File: config.mk
export PLATFORM = sky130hd
export DESIGN_NAME = seq_gen
export DESIGN_NICKNAME = d
export VERILOG_FILES = /design/src/rtl/seq_pkg.sv /design/src/rtl/piso_shreg.sv /design/src/rtl/seq_gen.sv
export SDC_FILE = /design/constraint.sdc
export NUM_CORES = 1
export LEC_CHECK = 0
export ABC_AREA = 1
export CAP_MARGIN = 20
export CORE_MARGIN = 3
export CORE_UTILIZATION = 50
export DETAILED_ROUTE_END_ITERATION = 6
export PLACE_DENSITY = 0.87
export SLEW_MARGIN = 30
export SYNTH_ARGS = -nofsm -noshare
export SYNTH_HDL_FRONTEND = slang
export SYNTH_SLANG_ARGS = --single-unit
export TNS_END_PERCENT = 30
File: constraint.sdc
create_clock -name clk -period 2.36 [get_ports clk]
set_input_delay 0.354 -clock clk [delete_from_list [all_inputs] [get_ports clk]]
set_output_delay 0.354 -clock clk [all_outputs]
set_load 0.01 [all_outputs]
File: src/rtl/seq_pkg.sv
// Shared definitions for the serial pattern transmitter (seq_gen).
// State codes double as the digit shown on the 7-segment hex decoder.
package seq_pkg;

  // FSM state encoding; values are the hex display codes
  typedef enum logic [3:0] {
    ST_IDLE  = 4'd0,
    ST_SHIFT = 4'd1,
    ST_DONE  = 4'd2
  } state_t;

  // Requested lengths above the register width are sent as a full-width pattern
  function automatic int clamp_len(input int req_len, input int max_len);
    return (req_len > max_len) ? max_len : req_len;
  endfunction

endpackage

File: src/rtl/piso_shreg.sv
// Parallel-in / serial-out shift register, MSB out first.
// Priority: clear > load > shift. Shifting fills with zeros from the LSB end.
module piso_shreg #(
  parameter int WIDTH = 8
) (
  input  logic             clk,
  input  logic             clear,
  input  logic             load,
  input  logic             shift,
  input  logic [WIDTH-1:0] din,
  output logic             msb
);

  logic [WIDTH-1:0] q;

  // Register contents: clear, parallel load or shift left by one
  always_ff @(posedge clk) begin
    if (clear) begin
      q <= '0;
    end else if (load) begin
      q <= din;
    end else if (shift) begin
      q <= q << 1;
    end
  end

  assign msb = q[WIDTH-1];

endmodule

File: src/rtl/seq_gen.sv
// Serial pattern transmitter feeding the detector's w input.
// Captures pattern/len on start (in IDLE) and sends pattern[len-1] .. pattern[0],
// one bit per clock, then pulses done for one cycle.
//
// Handshake: start is a level, sampled only on edges where the FSM is in IDLE
// (and, with SEQ_GEN_LOOP_EN, on the edge that shifts the last bit); there is no
// ready/ack -- a held start simply re-triggers as soon as it is sampled again.
//
// All outputs (w, busy, done, state, bits_left) are registered copies of the
// internal FSM view, so they lag the internal state by one clock. This gives
// first bit in cycle N+1, last bit in N+len, done in N+len+1 for start at edge N.
//
// Optional build macro: SEQ_GEN_LOOP_EN -- start on the last-bit edge reloads
// and keeps shifting with no gap; done then coincides with the next first bit.
module seq_gen
  import seq_pkg::*;
#(
  parameter int WIDTH = 8,
  parameter int LW    = $clog2(WIDTH + 1)
) (
  input  logic             clk,
  input  logic             rst,
  input  logic             start,
  input  logic [WIDTH-1:0] pattern,
  input  logic [LW-1:0]    len,
  output logic             w,
  output logic             busy,
  output logic             done,
  output logic [3:0]       state,
  output logic [LW-1:0]    bits_left
);

  state_t           st, st_nxt;
  logic [LW-1:0]    cnt, cnt_nxt;
  logic [LW-1:0]    len_c;
  logic [LW-1:0]    sh_amt;
  logic [WIDTH-1:0] load_val;
  logic             sh_load, sh_shift, sh_msb;
  logic             reload, reload_q;

  logic             w_d, busy_d, done_d;
  logic [3:0]       state_d;
  logic [LW-1:0]    bits_d;

  // Clamp the requested length and left-align the pattern so bit len-1 is at the MSB
  assign len_c    = LW'(clamp_len(int'(len), WIDTH));
  assign sh_amt   = LW'(WIDTH) - len_c;
  assign load_val = pattern << sh_amt;

  piso_shreg #(.WIDTH(WIDTH)) u_shreg (
    .clk   (clk),
    .clear (rst),
    .load  (sh_load),
    .shift (sh_shift),
    .din   (load_val),
    .msb   (sh_msb)
  );

  // State register, bit counter and registered outputs
  always_ff @(posedge clk) begin
    if (rst) begin
      st        <= ST_IDLE;
      cnt       <= '0;
      reload_q  <= 1'b0;
      w         <= 1'b0;
      busy      <= 1'b0;
      done      <= 1'b0;
      state     <= 4'd0;
      bits_left <= '0;
    end else begin
      st        <= st_nxt;
      cnt       <= cnt_nxt;
      reload_q  <= reload;
      w         <= w_d;
      busy      <= busy_d;
      done      <= done_d;
      state     <= state_d;
      bits_left <= bits_d;
    end
  end

  // Next-state, counter and shift-register control
  always_comb begin
    st_nxt   = st;
    cnt_nxt  = cnt;
    sh_load  = 1'b0;
    sh_shift = 1'b0;
    reload   = 1'b0;
    case (st)
      ST_IDLE: begin
        if (start) begin
          if (len_c != '0) begin
            sh_load = 1'b1;
            cnt_nxt = len_c;
            st_nxt  = ST_SHIFT;
          end else begin
            st_nxt  = ST_DONE;
          end
        end
      end
      ST_SHIFT: begin
        sh_shift = 1'b1;
        cnt_nxt  = cnt - LW'(1);
        if (cnt <= LW'(1)) begin
          st_nxt = ST_DONE;
`ifdef SEQ_GEN_LOOP_EN
          // Back-to-back pass: reload on the last-bit edge when start is held
          if (start && (len_c != '0)) begin
            reload  = 1'b1;
            sh_load = 1'b1;
            cnt_nxt = len_c;
            st_nxt  = ST_SHIFT;
          end
`endif
        end
      end
      ST_DONE: begin
        st_nxt = ST_IDLE;
      end
      default: begin
        st_nxt = ST_IDLE;
      end
    endcase
  end

  // Output values to be registered on the next edge
  always_comb begin
    w_d     = 1'b0;
    busy_d  = 1'b0;
    done_d  = reload_q;
    state_d = st;
    bits_d  = '0;
    case (st)
      ST_SHIFT: begin
        w_d    = sh_msb;
        busy_d = 1'b1;
        bits_d = cnt;
      end
      ST_DONE: begin
        done_d = 1'b1;
      end
      default: begin
        w_d = 1'b0;
      end
    endcase
  end

endmodule

==> qor.csv <==
metric,value,unit
status,"finished, final reports clean",
required,2.63,ns
rr_startpoint,st[0]$_SDFFE_PP0P_,
seq_area_frac_synth,35.6,%
wl_per_cell,12.1,um
worstSetupPathType,input pin to flop,
cts_tree,yes,
final_nets,230,
syn_area,1290,um^2
syn_avg_cell_area,7.12,um^2
worstHoldStart,u_shreg.q[7]$_SDFFE_PP0P_,
yosysUniqueCellTypes,28,
critPathLaunchType,input pin,
routed_wl,2.89,mm
antenna_found_initial,0,
port-buffer-count,23,
total_leakage_power,0.701,nW
rsz0062_at_grt,false,
synth_seq_cells,23,
hpwlAfterDp,2.30,mm
grt_pass1_wl,4.84,mm
fin_crit,2.04,ns
ys_warn_count,0,
crit_arrival,2.31,ns
rows,17,
max_freq,491,MHz
grt_overflow,0,
clock_latency,0.31,ns
dieHeight,56.9,um
die_width,56.9,um
hold_buffers,0,
hold_depth,2,
drt_pass1_iterations,4,
vias,1267,
cp-end-kind,flop,
io_pins,26,
final_max_slew_viol_count,0,
setup_viol,0,
drt_iter0_markers,56,
post_cts_resized,0,
antenna_left,0,
route.detailed.drc,0,
drv_cap,0,
layout-drive-gt1-share,14.7,%
path_clk_slew,0.12,ns
min_to,w$_SDFF_PP0_,
area_growth_syn_to_layout,23.9,%
cts_made_buffers,3,
cts_root_buf,clkbuf_4,
peakVddDrop,603,uV
fin_total_pwr,941,uW
grt_use_total,18.5,%
via_per_inst,5.30,
reg2reg_to,cnt[0]$_SDFFE_PP0P_,
nFillCells,188,
numClockSinks,23,
fin_tns_setup,0,ns
core,2340,um^2
antenna_cells,0,
rrSetupSlack,0.66,ns
grt_max_degree,15,
gp_congestion,0.924,
grt_pass1_vias,1146,
min_path_type,flop to flop,
ctsLongestPathBuffers,2,
die-area,3240,um^2
hold_viol,0,
r2r.worst_path.cells,7,
p_per_area,587,nW/um^2
cts-htree-levels,1,
syn_inst,182,
critical_path.max_fanout,6,
post-cts-setup-buffer-count,0,
finalCritPeriodShare,86.3,%
start_util,55.3,%
finClkSkew,0.00651,ns
metrics by stage:
step	cell area [um^2]	instances	util, %	worst slack (ns)	hold slack, ns
floorplan	1300	183	-	0.506	0.416
global placement	1580	235	67.4	0.0835	0.441
detailed placement	1580	235	67.4	0.00863	0.428
CTS	1600	239	68.6	0.326	0.446
global route	1600	239	68.6	0.209	0.485
finish	1600	239	68.6	0.324	0.446
logic make-up (layout without fill, tap and decap cells):
kind of cell / Yosys count / in the layout / synth area share, %
and+or+nand+nor: 83 / 83 / 31.9
AOI/OAI and AO/OA: 38 / 38 / 15.9
buffers and inverters: 33 / 61 / 11.3
DFF: 23 / 23 / 35.6
adders and majority gates: 3 / 3 / 2.90
other: 1 / 2 / 0.290
xor gates and xnor gates: 1 / 1 / 2.13
sequential cells by signal, summed over array words and instances, names as in the netlist:
register   cells
u_shreg.q      8
busy           1
w              1
done           1
st             2
cnt            4
state          2
bits_left      4
where the power goes:
group | switching [mW] | leakage (nW) | internal, mW
sequential | 0.0202 | 0.188 | 0.428
combinational | 0.186 | 0.495 | 0.127
clock | 0.116 | 0.0177 | 0.0634
total | 0.322 | 0.701 | 0.618
metal layers:
metal  vias up  share of wire [%]  GRT usage (%)
met4         0               0.83           4.30
li1        652                  -              -
met2        47                 48           30.3
met5         -                  0              0
met3         5                7.1           5.29
met1       563                 44           23.8
placed cells by master, fill, tap and decap left out, types with 2 or more instances in the layout:
cell,netlist,final
buf_4,3,8
a21oi_1,14,14
clkbuf_4,0,3
a31oi_1,2,2
clkdlybuf4s50_1,0,23
nor2_1,12,12
nand3_2,2,2
nor2_2,2,2
inv_2,2,2
o21ai_0,18,18
inv_1,23,23
nand3_1,29,29
dfxtp_1,23,23
conb_1,1,2
ha_1,3,3
nand2_2,7,7
nand2_1,27,27
clkinv_2,1,2
critical path, stage by stage:
cell             delay [ns]
clkdlybuf4s50_1        0.45
nor2_2                 0.13
nand2_2                0.08
nand2_4                0.09
nand2_2                0.06
ha_1                   0.21
buf_4                  0.16
xor2_4                 0.25
inv_2                  0.09
nor2_1                 0.11
nand3_1                0.11
nand3_1                0.09
nand2_1                0.06
inv_1                  0.05
worst max-delay path by stage:
stage | cells past startpoint | startpoint | slack [ns] | end
after global placement | 14 | len[1] | 0.08 | u_shreg.q[7]$_SDFFE_PP0P_
after CTS | 14 | len[1] | 0.33 | u_shreg.q[7]$_SDFFE_PP0P_
after floorplan | 15 | len[0] | 0.51 | u_shreg.q[5]$_SDFFE_PP0P_
after detailed placement | 14 | len[1] | 0.009 | u_shreg.q[7]$_SDFFE_PP0P_
after global routing | 14 | len[1] | 0.21 | u_shreg.q[7]$_SDFFE_PP0P_
final | 14 | len[1] | 0.32 | u_shreg.q[7]$_SDFFE_PP0P_
Yosys cell counts:
library cell | count | share of area, %
o21ai_0 | 18 | 7.0
nor2_1 | 12 | 3.5
o221ai_1 | 1 | 0.68
conb_1 | 1 | 0.29
nand3_4 | 1 | 1.4
nand3_2 | 2 | 1.5
clkbuf_1 | 1 | 0.29
nand2_2 | 7 | 3.4
nor2_2 | 2 | 0.97
inv_1 | 23 | 6.7
buf_2 | 2 | 0.77
inv_2 | 2 | 0.58
nand2_1 | 27 | 7.8
dfxtp_1 | 23 | 36
nor2_4 | 1 | 0.87
nor3_1 | 1 | 0.39
xor2_4 | 1 | 2.1
nand2_4 | 1 | 0.87
a21oi_2 | 1 | 0.68
clkinv_2 | 1 | 0.39
o211ai_1 | 1 | 0.58
ha_1 | 3 | 2.9
buf_6 | 1 | 0.87
o2111ai_1 | 1 | 0.68
a31oi_1 | 2 | 0.97
buf_4 | 3 | 1.7
a21oi_1 | 14 | 5.4
nand3_1 | 29 | 11
layout make-up:
class | count | area, um^2 | share of cell area [%]
Tap cell | 28 | 35.0 | 2.18
Multi-Input combinational cell | 127 | 692 | 43.1
Clock inverter | 1 | 5.00 | 0.312
Sequential cell | 23 | 460 | 28.7
Timing Repair Buffer | 31 | 290 | 18.1
Clock buffer | 3 | 22.5 | 1.40
Inverter | 26 | 98.8 | 6.16
Power figures use the tool's default switching activity.
